$ cat config.mk
export PLATFORM = sky130hd
export DESIGN_NAME = duty_fade_ctrl
export DESIGN_NICKNAME = d
export VERILOG_FILES = /design/src/rtl/duty_fade_ctrl_pkg.sv /design/src/rtl/duty_fade_ctrl_step.sv /design/src/rtl/duty_fade_ctrl.sv
export SDC_FILE = /design/constraint.sdc
export NUM_CORES = 1
export LEC_CHECK = 0
export CAP_MARGIN = 25
export CORE_MARGIN = 8
export CORE_UTILIZATION = 35
export CTS_CLUSTER_SIZE = 25
export DETAILED_ROUTE_END_ITERATION = 10
export GPL_TIMING_DRIVEN = 0
export PLACE_DENSITY_LB_ADDON = 0.05
export SYNTH_ARGS = -nofsm -noshare
export SYNTH_HDL_FRONTEND = slang
export SYNTH_SLANG_ARGS = --single-unit
$ cat constraint.sdc
create_clock -name clk -period 10.2 [get_ports clk]
set_clock_uncertainty 0.1 [all_clocks]
set_input_delay 2.55 -clock clk [delete_from_list [all_inputs] [get_ports clk]]
set_output_delay 2.55 -clock clk [all_outputs]
set_load 0.01 [all_outputs]
$ cat src/rtl/duty_fade_ctrl_pkg.sv
// Shared constants for the RGBW duty fade sequencer.
// State encoding, duty width and channel count.
package duty_fade_ctrl_pkg;

  localparam int DW  = 8;
  localparam int NCH = 4;

  localparam logic [1:0] S_IDLE = 2'd0;
  localparam logic [1:0] S_FADE = 2'd1;
  localparam logic [1:0] S_FIN  = 2'd2;

endpackage

$ cat src/rtl/duty_fade_ctrl_step.sv
// One channel of the fade ramp: moves cur toward tgt by step,
// clamping at the target so it never overshoots or wraps.
module fade_step
  import duty_fade_ctrl_pkg::*;
(
  input  logic [DW-1:0] cur,
  input  logic [DW-1:0] tgt,
  input  logic [DW-1:0] step,
  output logic [DW-1:0] next,
  output logic          at_target
);

  logic [DW:0] sum;
  logic [DW:0] dif;

  always_comb begin
    sum  = {1'b0, cur} + {1'b0, step};
    dif  = {1'b0, cur} - {1'b0, step};
    next = cur;
    unique case (1'b1)
      cur < tgt: begin
        if (sum >= {1'b0, tgt}) next = tgt;
        else                    next = sum[DW-1:0];
      end
      cur > tgt: begin
        if (dif[DW] || dif[DW-1:0] <= tgt) next = tgt;
        else                               next = dif[DW-1:0];
      end
      default: next = cur;
    endcase
    at_target = (next == tgt);
  end

endmodule

$ cat src/rtl/duty_fade_ctrl.sv
// Ramps four PWM duty registers toward an accepted target colour
// at one step per prescaler tick, or jumps when fading is off.
module duty_fade_ctrl
  import duty_fade_ctrl_pkg::*;
#(
  parameter int TICK_DIV = 256
) (
  input  logic          clk,
  input  logic          reset,
  input  logic          tgt_valid,
  output logic          tgt_ready,
  input  logic [DW-1:0] tgt0,
  input  logic [DW-1:0] tgt1,
  input  logic [DW-1:0] tgt2,
  input  logic [DW-1:0] tgt3,
  input  logic [DW-1:0] step,
  input  logic          fade_en,
  output logic [DW-1:0] duty0,
  output logic [DW-1:0] duty1,
  output logic [DW-1:0] duty2,
  output logic [DW-1:0] duty3,
  output logic          busy,
  output logic          done
);

  localparam int PW = (TICK_DIV > 1) ? $clog2(TICK_DIV) : 1;
  localparam logic [PW-1:0] PMAX = PW'(TICK_DIV - 1);

  logic [1:0]               state_q, state_d;
  logic [NCH-1:0][DW-1:0]   duty_q, duty_d;
  logic [NCH-1:0][DW-1:0]   tgt_q, tgt_d;
  logic [DW-1:0]            step_q, step_d;
  logic [PW-1:0]            pre_q, pre_d;
  logic                     busy_q, busy_d;
  logic                     done_q, done_d;

  logic [NCH-1:0][DW-1:0]   tgt_in;
  logic [NCH-1:0][DW-1:0]   nxt;
  logic [NCH-1:0]           at;
  logic                     tick;

  assign tgt_in = {tgt3, tgt2, tgt1, tgt0};
  assign tick   = (pre_q == PMAX);

  for (genvar c = 0; c < NCH; c++) begin : g_ch
    fade_step u_step (
      .cur       (duty_q[c]),
      .tgt       (tgt_q[c]),
      .step      (step_q),
      .next      (nxt[c]),
      .at_target (at[c])
    );
  end

  always_comb begin
    state_d = state_q;
    duty_d  = duty_q;
    tgt_d   = tgt_q;
    step_d  = step_q;
    pre_d   = pre_q;
    unique case (1'b1)
      state_q == S_IDLE: begin
        if (tgt_valid) begin
          tgt_d  = tgt_in;
          step_d = (step == '0) ? DW'(1) : step;
          pre_d  = '0;
          if (!fade_en || tgt_in == duty_q) begin
            duty_d  = tgt_in;
            state_d = S_FIN;
          end else begin
            state_d = S_FADE;
          end
        end
      end
      state_q == S_FADE: begin
        pre_d = tick ? '0 : pre_q + 1'b1;
        if (tick) begin
          duty_d = nxt;
          if (&at) state_d = S_FIN;
        end
      end
      state_q == S_FIN: state_d = S_IDLE;
      default:          state_d = S_IDLE;
    endcase
    busy_d = (state_d != S_IDLE);
    done_d = (state_d == S_FIN);
  end

  always_ff @(posedge clk) begin
    if (!reset) begin
      state_q <= S_IDLE;
      duty_q  <= '0;
      tgt_q   <= '0;
      step_q  <= DW'(1);
      pre_q   <= '0;
      busy_q  <= 1'b0;
      done_q  <= 1'b0;
    end else begin
      state_q <= state_d;
      duty_q  <= duty_d;
      tgt_q   <= tgt_d;
      step_q  <= step_d;
      pre_q   <= pre_d;
      busy_q  <= busy_d;
      done_q  <= done_d;
    end
  end

  assign tgt_ready = (state_q == S_IDLE);
  assign busy      = busy_q;
  assign done      = done_q;
  assign duty0     = duty_q[0];
  assign duty1     = duty_q[1];
  assign duty2     = duty_q[2];
  assign duty3     = duty_q[3];

endmodule

==> results of run 1 <==
==> final cells by class <==
| cell class | instances | area (um2) |
|---|---|---|
| clock inverter | 6 | 70.1 |
| multi-input combinational | 1303 | 9190 |
| clock buffer | 10 | 229 |
| tap | 442 | 553 |
| buffer | 66 | 334 |
| antenna | 1 | 2.50 |
| fill | 3494 | 19300 |
| inverter | 100 | 375 |
| timing repair buffer | 78 | 781 |
| sequential | 84 | 1680 |
==> state kept, by name (all words and copies together), names as in the netlist <==
signal / cells
duty2: 8
duty0: 8
pre_q: 8
state_q: 2
duty1: 8
done: 1
busy: 1
duty3: 8
tgt_q: 32
step_q: 8
==> kinds of logic after synthesis <==
logic type | count (synthesis) | synth area share (%)
AO/OA/AOI/OAI | 523 | 31.6
AND/OR/NAND/NOR | 518 | 21.8
adder cells (fa/ha/maj) | 169 | 18.8
buffers and inverters | 166 | 6.13
flip-flops | 84 | 14.5
XOR/XNOR | 76 | 5.75
multiplexers | 17 | 1.50
==> worst min-delay path by stage <==
stage | to | slack [ps] | depth (start not counted)
after detailed placement | pre_q[7] | 360 | 1
final | pre_q[7] | 380 | 1
after global placement | pre_q[7] | 370 | 1
after CTS | pre_q[7] | 370 | 1
after global routing | tgt_q[5] | 420 | 2
after floorplan | pre_q[7] | 340 | 1
==> per-stage QoR <==
| step | util [%] | setup slack (ps) |
|---|---|---|
| after global placement | 39.7 | 2910 |
| final | 40.6 | 2770 |
| after floorplan | - | 5510 |
| after detailed placement | 39.7 | 2800 |
| after CTS | 40.6 | 2810 |
| after global routing | 40.6 | 2560 |
==> cell usage after synthesis, types with 17 or more instances <==
| cell | n |
|---|---|
| nand2_1 | 162 |
| ha_1 | 161 |
| a21oi_1 | 145 |
| nor2_1 | 139 |
| inv_1 | 99 |
| dfxtp_1 | 84 |
| o21ai_0 | 81 |
| xor2_1 | 47 |
| clkbuf_1 | 39 |
| nand4_1 | 32 |
| nor3_1 | 32 |
| a211oi_1 | 31 |
| xnor2_1 | 29 |
| nor2b_1 | 26 |
| nand3_1 | 25 |
| o21a_1 | 24 |
| o211ai_1 | 21 |
| o2111ai_1 | 18 |
| o22ai_1 | 18 |
| a21o_1 | 17 |
==> worst max-delay path, delay by kind of cell, from the launching register on <==
kind | cells | cell delay (ps)
AO/OA/AOI/OAI | 6 | 2270
AND/OR/NAND/NOR | 8 | 2140
flip-flops | 1 | 1040
adder cells (fa/ha/maj) | 2 | 1030
buffers and inverters | 1 | 750
==> power by group through the flow <==
| stage | Clock (mW) | Combinational, mW | Sequential (mW) |
|---|---|---|---|
| CTS | 0.350 | 1.56 | 0.425 |
| global placement | 0 | 1.55 | 0.434 |
| finish | 0.348 | 1.59 | 0.427 |
| floorplan | 0 | 1.06 | 0.401 |
| detailed placement | 0 | 1.55 | 0.433 |
| global route | 0.361 | 1.73 | 0.430 |
==> metal layers <==
metal / part of all wire, % / up-vias / track usage (%)
met5: 0 / - / 0
met4: 3.4 / 0 / 9.68
met3: 7.6 / 87 / 4.74
met2: 45 / 539 / 43.5
met1: 44 / 6075 / 36.3
li1: - / 5961 / -
==> impl_metrics.json, run 1 <==
{
  "start_kind": "register",
  "dp.cells": 2073,
  "endpoint_kind": "register",
  "crit_arrival_ps": 7610,
  "design_area_um2": 13200,
  "io_pins": 79,
  "wire_per_inst_um": 26.0,
  "num_rows": 66,
  "yosysSeqAreaShare_pct": 14.5,
  "finalCritPeriodShare_pct": 72.8,
  "synthArstFlopShare_pct": 0,
  "instances_no_fill": 2090,
  "worst_pin_slew_ps": 1080,
  "grt_pass1_wl_um": 79900,
  "finalHoldViolations": 0,
  "layout-drive-gt1-share_pct": 5.59,
  "sw_frac_of_total_pct": 52.9,
  "routed_wirelength_um": 54400,
  "post_cts_buffers": 0,
  "cts_root_buf": "clkbuf_16",
  "gp_congestion": 0.967,
  "viasPerCell": 6.06,
  "syn_inst": 1553,
  "antenna_left": 0,
  "path_max_fanout": 10,
  "synth_edf_count": 0,
  "netlist.area_leader.share_pct": 17.4,
  "worst-endpoint-required_ps": 10390,
  "critPathCapture": "state_q[0]",
  "power_frac_seq_pct": 18.0,
  "avgSynthCellArea_um2": 7.46,
  "yosys.cell_types.count": 102,
  "cts-htree-levels": 3,
  "p_clk_share_pct": 14.7,
  "finalMaxSlewViolations": 0,
  "power_density_nw_per_um2": 179,
  "die_x_um": 198,
  "cts_resized": 0,
  "cts.clk_slew.worst_paths_ps": 70,
  "rsz0062_at_grt": "false",
  "slowest_delay_ps": 1040,
  "status": "finished, final reports clean",
  "vias": 12700,
  "synth-seq-cells": 84,
  "path_cells": "inv_1 -> fa_1 -> or2_1 -> a221oi_2 -> nor4b_1 -> a211oi_1 -> ha_1 -> a21o_1 -> a2111oi_0 -> o221a_2 -> and2_1 -> a21oi_1 -> nor4_1 -> nand4b_1 -> nor4_2 -> nand4_1 -> nor3b_2",
  "synth_ff_type": "dfxtp_1",
  "leakagePower_nw": 5.25,
  "die_h_um": 198,
  "layout_commonest_cell": "nand2_1",
  "cts_buffers": 9,
  "ys_top_cells_by_area": "ha_1 (17%), dfxtp_1 (15%), a21oi_1 (6.3%)",
  "cts_buffer_depth": 2,
  "hold_path_class": "reg2reg",
  "cts_hold_buf": 0,
  "syn_nets": 1766,
  "hp-start": "pre_q[7]",
  "gr-total-overflow": 0,
  "io_buffer_count": 78,
  "grt_pass1_vias": 12100,
  "finalSetupViolations": 0,
  "ys_warn_count": 0,
  "whs_ps": 378,
  "ir_drop_uv": 111,
  "synth_area_um2": 11600,
  "cts_tree": "built",
  "relSlewSlack_pct": 27.7,
  "r2r-start": "step_q[1]",
  "final_nets": 1855,
  "combPwrFrac_pct": 67.3,
  "cp_slowest_cell": "dfxtp_1",
  "fin_total_pwr_mw": 2.37,
  "reg2reg_slack_ps": 2770,
  "antenna_found_initial": 2,
  "cp-startpoint": "step_q[1]",
  "worstReg2RegEnd": "state_q[0]",
  "crit_type": "reg2reg",
  "mostFrequentLayoutCells": "nand2_1 (162), ha_1 (161), a21oi_1 (145)",
  "grt_max_degree": 16,
  "drt_pass1_iterations": 8,
  "fmax_ghz": 0.135,
  "maxCapViolCount": 0,
  "p_sw_mw": 1.25,
  "fin_crit_ps": 7430,
  "placed_cell_area_um2": 12900,
  "drcViolationCount": 0,
  "p_int_mw": 1.12,
  "die-area_um2": 39200,
  "insertion_delay_ps": 360,
  "syn_to_final_growth_pct": 14.1,
  "hpwl_um": 42900,
  "core_area_um2": 32500,
  "start_util_pct": 35.6,
  "synth_area_leader_cell": "ha_1",
  "worstRegToRegCells": 17,
  "grt_util_all_layers_pct": 27.2,
  "final.setup.tns_ps": 0,
  "drt_iter0_markers": 1179,
  "clkSinkCount": 84
}
No activity file was read; power rests on OpenSTA's default activity.
==> inputs of run 2 (changes only) <==
Clock period 10.2 ns to 7.1 ns, I/O delays scaled along.
==> run 2 against run 1 <==
Compared with the run above: maximum frequency increased by 7.6%; routed wire length about the same; clock power increased by 44%; utilization about the same; critical path depth unchanged; final cell count unchanged; worst hold slack unchanged; critical endpoint unchanged.
==> impl_metrics.json, run 2 (synthesis results as in run 1) <==
{
  "layout_commonest_cell": "nand2_1",
  "finalHoldViolations": 0,
  "die-area_um2": 39200,
  "cpLargestDelayFamily": "compound AO/OA/AOI/OAI gates",
  "worst_pin_slew_ps": 1080,
  "busiest_layer": "met2",
  "cts-htree-levels": 3,
  "clkSinkCount": 84,
  "insertion_delay_ps": 360,
  "fmax_ghz": 0.145,
  "gr-total-overflow": 0,
  "cts_buffer_depth": 2,
  "cts.clk_slew.worst_paths_ps": 70,
  "gp_congestion": 0.967,
  "whs_ps": 378,
  "die_x_um": 198,
  "use_met1_pct": 36.3,
  "start_util_pct": 35.6,
  "hpwl_um": 42900,
  "relSlewSlack_pct": 28.1,
  "hold_path_class": "reg2reg",
  "dp.cells": 2073,
  "finalSetupViolations": 0,
  "cp_slowest_cell": "nor4_1",
  "drcViolationCount": 0,
  "power_density_nw_per_um2": 258,
  "num_rows": 66,
  "mostFrequentLayoutCells": "nand2_1 (162), ha_1 (161), a21oi_1 (145)",
  "finalMaxSlewViolations": 0,
  "instances_no_fill": 2090,
  "drt_pass1_iterations": 8,
  "wire_per_inst_um": 26.0,
  "maxCapViolCount": 0,
  "final_nets": 1855,
  "drt_iter0_markers": 1179,
  "start_kind": "register",
  "fin_crit_ps": 6900,
  "grt_pass1_vias": 12100,
  "core_area_um2": 32500,
  "crit_type": "reg2reg",
  "antenna_found_initial": 2,
  "crit_buf_inv": 1,
  "layout-drive-gt1-share_pct": 5.65,
  "path_max_fanout": 10,
  "cts_tree": "built",
  "slowest_delay_ps": 760,
  "crit_arrival_ps": 7090,
  "antenna_left": 0,
  "io_buffer_count": 78,
  "viasPerCell": 6.06,
  "rsz0062_at_grt": "false",
  "endpoint_kind": "register",
  "die_h_um": 198,
  "vias": 12700,
  "use_met2_pct": 43.5,
  "ir_drop_uv": 160,
  "grt_pass1_wl_um": 79900,
  "grtUsageMet3_pct": 4.74,
  "worst-endpoint-required_ps": 7290,
  "syn_to_final_growth_pct": 14.1,
  "routed_wirelength_um": 54400,
  "cts_hold_buf": 0,
  "grt_max_degree": 16,
  "finalCritPeriodShare_pct": 97.2,
  "path_cells": "inv_1 -> fa_1 -> or2_1 -> a221oi_2 -> nor4b_1 -> a211oi_1 -> ha_1 -> a21o_1 -> a2111oi_0 -> o221a_2 -> and2_1 -> a21oi_1 -> nor4_1 -> nand4b_1 -> nor4_2 -> nand4_1 -> nor3b_2",
  "cts_buffers": 9,
  "grt_util_all_layers_pct": 27.2,
  "status": "finished, final reports clean",
  "largest_register_ffs": 32,
  "leakagePower_nw": 5.25,
  "io_pins": 79,
  "top_register": "tgt_q",
  "cts_root_buf": "clkbuf_16"
}
==> run 2: metrics by stage <==
step | setup slack [ps] | TNS [ps] | power, mW | cell area (um2) | util [%]
6_report | 198 | 0 | 3.40 | 13200 | 40.6
3_5_place_dp | -297 | -878 | 2.85 | 12900 | 39.7
5_1_grt | 3.73 | 0 | 3.62 | 13200 | 40.6
2_1_floorplan | 2410 | 0 | 2.10 | 11600 | -
4_1_cts | 245 | 0 | 3.35 | 13200 | 40.6
3_3_place_gp | -191 | -489 | 2.84 | 12900 | 39.7
==> run 2: final timing paths <==
check | cells past startpoint | startpoint | endpoint | slack (ps)
hold reg to reg | 1 | pre_q[7] | pre_q[7] | 380
setup reg to reg | 17 | step_q[1] | state_q[0] | 200
setup / recovery | 17 | step_q[1] | state_q[0] | 200
hold / removal | 1 | pre_q[7] | pre_q[7] | 380
==> run 2: final cells by class <==
type	instances	area [um2]
antenna	1	2.50
buffer	66	334
clock buffer	10	229
clock inverter	6	70.1
fill	3494	19300
inverter	100	375
multi-input combinational	1303	9190
sequential	84	1680
tap	442	553
timing repair buffer	78	781
==> run 2: timing repair <==
item | in CTS | in global routing
setup endpoints to repair | 4 | 0
resized for setup | 1 | 0
buffers inserted | 0 | 0
==> run 2: power breakdown <==
group / switching, mW / total [mW] / internal (mW)
Combinational: 1.47 / 2.29 / 0.819
Clock: 0.223 / 0.501 / 0.277
Sequential: 0.108 / 0.614 / 0.506
Total: 1.80 / 3.40 / 1.60
==> run 2: layer usage <==
metal | wire [um] | part of all wire, % | vias to the layer above
met5 | 0 | 0 | -
met4 | 1870 | 3.4 | 0
met3 | 4130 | 7.6 | 89
met2 | 24300 | 45 | 535
met1 | 24200 | 44 | 6084
li1 | - | - | 5961
==> inputs of run 3 (changes only) <==
Settings changed: GPL_TIMING_DRIVEN 0 to unset.
==> run 3 against run 2 <==
Compared with the run above: critical path depth unchanged; non-clock buffer count decreased by 40; flip-flop and latch count unchanged; worst hold slack got worse by 5.3 ps; largest power group unchanged; sequential power decreased by 4.4%; first-iteration DRC count increased by 2.5%; utilization decreased by 0.30 points; final cell count decreased by 2.0%; global-route usage decreased by 0.27 points; count of clock-buffer cells in the layout increased by 1; largest cell class unchanged.
==> impl_metrics.json, run 3 (synthesis results as in run 1) <==
{
  "cts_resized": 0,
  "drt_iter0_markers": 1208,
  "num_rows": 66,
  "hold_path_class": "reg2reg",
  "cp_slowest_cell": "dfxtp_1",
  "cts_buffer_depth": 2,
  "finalMaxSlewViolations": 0,
  "drcViolationCount": 0,
  "finalHoldViolations": 0,
  "antenna_left": 0,
  "layout-drive-gt1-share_pct": 6.04,
  "io_pins": 79,
  "endpoint_kind": "register",
  "fin_crit_ps": 6100,
  "grt_max_degree": 45,
  "maxCapViolCount": 0,
  "routed_wirelength_um": 53700,
  "fin_total_pwr_mw": 3.45,
  "cts-htree-levels": 3,
  "leakagePower_nw": 5.24,
  "viasPerCell": 6.20,
  "slowest_delay_ps": 690,
  "layout_commonest_cell": "nand2_1",
  "post_cts_buffers": 0,
  "die_x_um": 198,
  "finalCritPeriodShare_pct": 85.9,
  "core_area_um2": 32500,
  "fmax_ghz": 0.164,
  "status": "finished, final reports clean",
  "cts_tree": "built",
  "ir_drop_uv": 135,
  "routed.top_layer": "met4",
  "io_buffer_count": 78,
  "hpwl_um": 40900,
  "cpLargestDelayFamily": "compound AO/OA/AOI/OAI gates",
  "cts.clk_slew.worst_paths_ps": 80,
  "antennaDiodeCount": 0,
  "gp_congestion": 0.935,
  "wl_met1_um": 24100,
  "clkSinkCount": 84,
  "final.setup.tns_ps": 0,
  "relSlewSlack_pct": 37.8,
  "die-area_um2": 39200,
  "cts_root_buf": "clkbuf_16",
  "top_register": "tgt_q",
  "antenna_found_initial": 0,
  "path_cells": "inv_1 -> fa_1 -> or2_1 -> a221oi_2 -> nor4b_1 -> a211oi_1 -> ha_1 -> a21o_1 -> a2111oi_0 -> o221a_2 -> and2_1 -> a21oi_1 -> nor4_1 -> nand4b_1 -> nor4_2 -> nand4_1 -> nor3b_2",
  "grt_util_all_layers_pct": 26.9,
  "mostFrequentLayoutCells": "nand2_1 (162), ha_1 (161), a21oi_1 (145)",
  "insertion_delay_ps": 380,
  "path_max_fanout": 10,
  "worst-endpoint-required_ps": 7310,
  "rsz0062_at_grt": "false",
  "wl_met2_um": 23900,
  "whs_ps": 373,
  "crit_type": "reg2reg",
  "fillers": 3471,
  "power_density_nw_per_um2": 263,
  "die_h_um": 198,
  "start_util_pct": 35.6,
  "crit_buf_inv": 1,
  "vias": 12700,
  "finalSetupViolations": 0,
  "gr-total-overflow": 0,
  "wl_met3_um": 3700,
  "cts_hold_buf": 0,
  "syn_to_final_growth_pct": 13.3,
  "largest_register_ffs": 32,
  "worst_pin_slew_ps": 925,
  "crit_arrival_ps": 6310,
  "grt_pass1_vias": 12100,
  "final_nets": 1815,
  "cts_buffers": 9,
  "grt_pass1_wl_um": 79300,
  "start_kind": "register",
  "wire_per_inst_um": 26.2,
  "drt_pass1_iterations": 5,
  "reg2reg_slack_ps": 1000
}
-- run 3: cell count changes in the layout (fill, tap and decap cells not counted), moves of 2 or more --
cell	previous run	this run
buf_1	2	0
buf_2	14	0
buf_4	5	26
buf_6	4	0
clkbuf_1	40	1
clkinv_2	1	3
inv_6	3	0
-- run 3: area by class of cell --
class	instances	area [um2]	share of cell area [%]
Multi-Input combinational cell	1303	9210	70.2
Sequential cell	84	1680	12.8
Timing Repair Buffer	104	976	7.44
Tap cell	442	553	4.22
Inverter	100	375	2.86
Clock buffer	11	243	1.85
Clock inverter	5	75.1	0.572
-- run 3: layer usage --
layer  vias up  track usage (%)
met4         0             10.6
met2       534             43.3
met1      6189             35.9
met3        93             3.79
li1       5878                -
met5         -                0
-- run 3: worst reg2reg max path, delay by kind of cell, from the launching register on --
| kind | cells | cell delay (ps) |
|---|---|---|
| AOI/OAI and AO/OA | 6 | 1980 |
| adders and majority gates | 2 | 910 |
| and+or+nand+nor | 8 | 1930 |
| DFF | 1 | 690 |
| buffers and inverters | 1 | 420 |
-- run 3: final timing paths --
check,from,endpoint,depth (start not counted)
hold / removal,pre_q[7],pre_q[7],1
setup reg to reg,step_q[1],state_q[0],17
hold reg to reg,pre_q[7],pre_q[7],1
setup / recovery,step_q[1],state_q[0],17
-- run 3: power by group --
| part | internal [mW] | switching [mW] |
|---|---|---|
| registers | 0.506 | 0.0809 |
| logic | 0.803 | 1.50 |
| clock network | 0.317 | 0.239 |
| total | 1.63 | 1.82 |
-- run 3: per-stage QoR --
step	area [um2]	util, %	cells	worst slack (ps)
after detailed placement	12800	39.3	2033	1150
after global routing	13100	40.3	2049	669
after CTS	13100	40.3	2049	1080
final	13100	40.3	2049	1000
after floorplan	11600	-	1553	2410
after global placement	12800	39.3	2033	1260
==> variant 1, RTL diff (settings of run 3) <==
Change the parameter `TICK_DIV` from 256 to 128.
--- a/src/rtl/duty_fade_ctrl.sv
+++ b/src/rtl/duty_fade_ctrl.sv
@@ -3,7 +3,7 @@
 module duty_fade_ctrl
   import duty_fade_ctrl_pkg::*;
 #(
-  parameter int TICK_DIV = 256
+  parameter int TICK_DIV = 128
 ) (
   input  logic          clk,
   input  logic          reset,
Behaviour: same outputs for any inputs over 10 cycles, from zero or initial values and one cycle with reset low; that may be too few to reach the edited logic, so the function may still have changed.
==> variant 1 against run 3 <==
- total power down 13%
- worst setup slack worse by 0.18 ns
- cell area down 3.5%
- synthesized area down 3.9%
- sequential cell count down 1
- via count down 5.8%
- final cell count down 4.2%
- routed wire length down 4.7%
- critical endpoint unchanged
- largest power group unchanged
==> variant 1: results <==
[run_status]
outcome = "finished clean"

[yosys]
synth_adder_area_share_pct = 19.5
avgSynthCellArea_um2 = 7.34
post_synth_mux_area_share_pct = 0.742
parity_gate_share_of_the_synthesized_area_counting_xor_and_xnor_cells_pct = 5.75
syn-num-nets = 1728

[critical_path]
highest_fanout_seen_on_the_critical_path = 14
timing.critical_path.from = "step_q[3]"

[floorplan]
row_count = 65

[place]
numPlacedInstances = 1946
place.gp.congestion = 0.953
place_ws_ns = 0.930

[drt]
sum_of_routed_wire_length_over_all_layers_mm = 51.2
viasPerCell = 6.10
drt-initial-drc-count = 1242

[global_route]
grt_usage_pct = 26.5

[cells_and_area]
layout.comb_gates.multi_input = 1276
buffer_area_share_pct = 7.65
multi_input_area_um2 = 8880
finish.net_count = 1768
nFillCells = 3302
n_all_inverters = 83
clockNetworkAreaShare_pct = 2.63
multi_input_area_share_pct = 70.2

[power]
pwr.group.sequential_uw = 561
total_leakage_power_uw = 0.00506
comb_power_share_pct = 62.4
power.internal_uw = 1500

[timing]
max_slew_margin_pct = 34.1
## variant 1: final timing paths
path / end / slack [ns]
worst max-delay path: state_q[0] / 0.82
worst min-delay path: pre_q[5] / 0.40
worst max register to register: state_q[0] / 0.82
worst min register to register: pre_q[5] / 0.40
## variant 1: layer usage
| metal | track usage, % | vias to the layer above | wire [µm] |
|---|---|---|---|
| met1 | 36.0 | 5734 | 23600 |
| met3 | 3.21 | 99 | 2930 |
| li1 | - | 5633 | - |
| met2 | 42.4 | 492 | 22600 |
| met5 | 0 | - | 9 |
| met4 | 9.70 | 2 | 1990 |
## variant 1: critical path: cells and delay by family, from the launching register on
kind	cells	cell delay, ns
buffers and inverters	1	0.35
AOI/OAI and AO/OA	9	1.79
DFF	1	0.66
xor gates and xnor gates	1	0.31
and+or+nand+nor	6	2.11
adders and majority gates	2	0.86
==> variant 2, RTL diff (settings of run 3) <==
Made on the original files. Reset style: asynchronous (`reset`), changed in one clocked block.
--- a/src/rtl/duty_fade_ctrl.sv
+++ b/src/rtl/duty_fade_ctrl.sv
@@ -86,7 +86,7 @@
     done_d = (state_d == S_FIN);
   end
 
-  always_ff @(posedge clk) begin
+  always_ff @(posedge clk or negedge reset) begin
     if (!reset) begin
       state_q <= S_IDLE;
       duty_q  <= '0;
Formal check against the unedited RTL: differs if reset is asserted again (counterexample within 4 cycles, from zero or initial values and one cycle with reset low); with reset held inactive, the same outputs for 10 cycles.
==> variant 2 against run 3 <==
- sequential cell count did not move
- cell area fell by 2.5%
- synthesized cell count fell by 5.7%
- worst setup slack got worse by 0.14 ns
- routed wire length fell by 8.0%
- synthesized area fell by 2.7%
- core utilization rose by 0.13 points
Power is left out: the tool's default activity adds up to more than one toggle a clock period on the data nets, which glitch-free logic cannot reach.
==> variant 2: results <==
[drt]
drt-initial-drc-count = 834
met1_length_mm = 23.1
met3_length_mm = 3.19
wl_per_cell_um = 25.6
sum_of_routed_wire_length_over_all_layers_mm = 49.4

[place]
place.gp.congestion = 0.966
place_ws_ns = 1.05
numPlacedInstances = 1909

[global_route]
pin_count_of_the_biggest_net_entering_global_routing = 79
groute.layer.met3.usage_pct = 5.16
grt_use_met2_pct = 39.5
number_of_global_route_vias_before_repair = 11300
grt_met1_use_pct = 34.5
antenna_violations_before_repair = 1
grt_usage_pct = 25.3

[yosys]
postSynthCellCount = 1464
synth_cell_type_count = 95
ys_seq_area_share_pct = 18.7

[hold_path]
worst_hold_startpoint = "pre_q[5]"
min_delay_worst_endpoint = "pre_q[5]"

[critical_path]
ff2ff_setup_slack_ns = 0.86
crit-reg2reg-capture = "state_q[0]"
reg2reg_start = "step_q[3]"
crit_arrival_ns = 6.39
highest_fanout_seen_on_the_critical_path = 9

[timing]
tightestPinTransition_ns = 1.01

[cells_and_area]
nFillCells = 3206
clockNetworkAreaShare_pct = 2.38
layout.non_clock_buffers = 102
post_route_cells_drive_above_1_share_pct = 4.99
multi_input_area_um2 = 8600
buffer_area_share_pct = 7.49
n_all_inverters = 85

[run_status]
outcome = "finished clean"
variant 2: worst max path at each step:
stage	slack (ns)	to	start
after floorplan	2.22	state_q[0]	step_q[1]
after global placement	0.97	state_q[0]	step_q[3]
after detailed placement	1.05	state_q[0]	step_q[3]
after CTS	1.03	state_q[0]	step_q[3]
after global routing	0.48	state_q[0]	step_q[3]
final	0.86	state_q[0]	step_q[3]
variant 2: cell families (layout without fill, tap and decap cells):
group | count (synthesis) | in the layout | synth area share (%)
muxes | 13 | 13 | 1.25
adders and majority gates | 169 | 169 | 19.3
DFF | 84 | 84 | 18.7
xor gates and xnor gates | 73 | 73 | 5.67
buffers and inverters | 144 | 203 | 5.16
other | 0 | 1 | 0
AOI/OAI and AO/OA | 505 | 505 | 29.6
and+or+nand+nor | 476 | 476 | 20.4
variant 2: metrics by stage:
stage               cell area, µm²  hold slack [ns]
floorplan                    11300            0.360
global placement             12500            0.392
detailed placement           12500            0.387
CTS                          12800            0.405
global route                 12800            0.418
finish                       12800            0.408
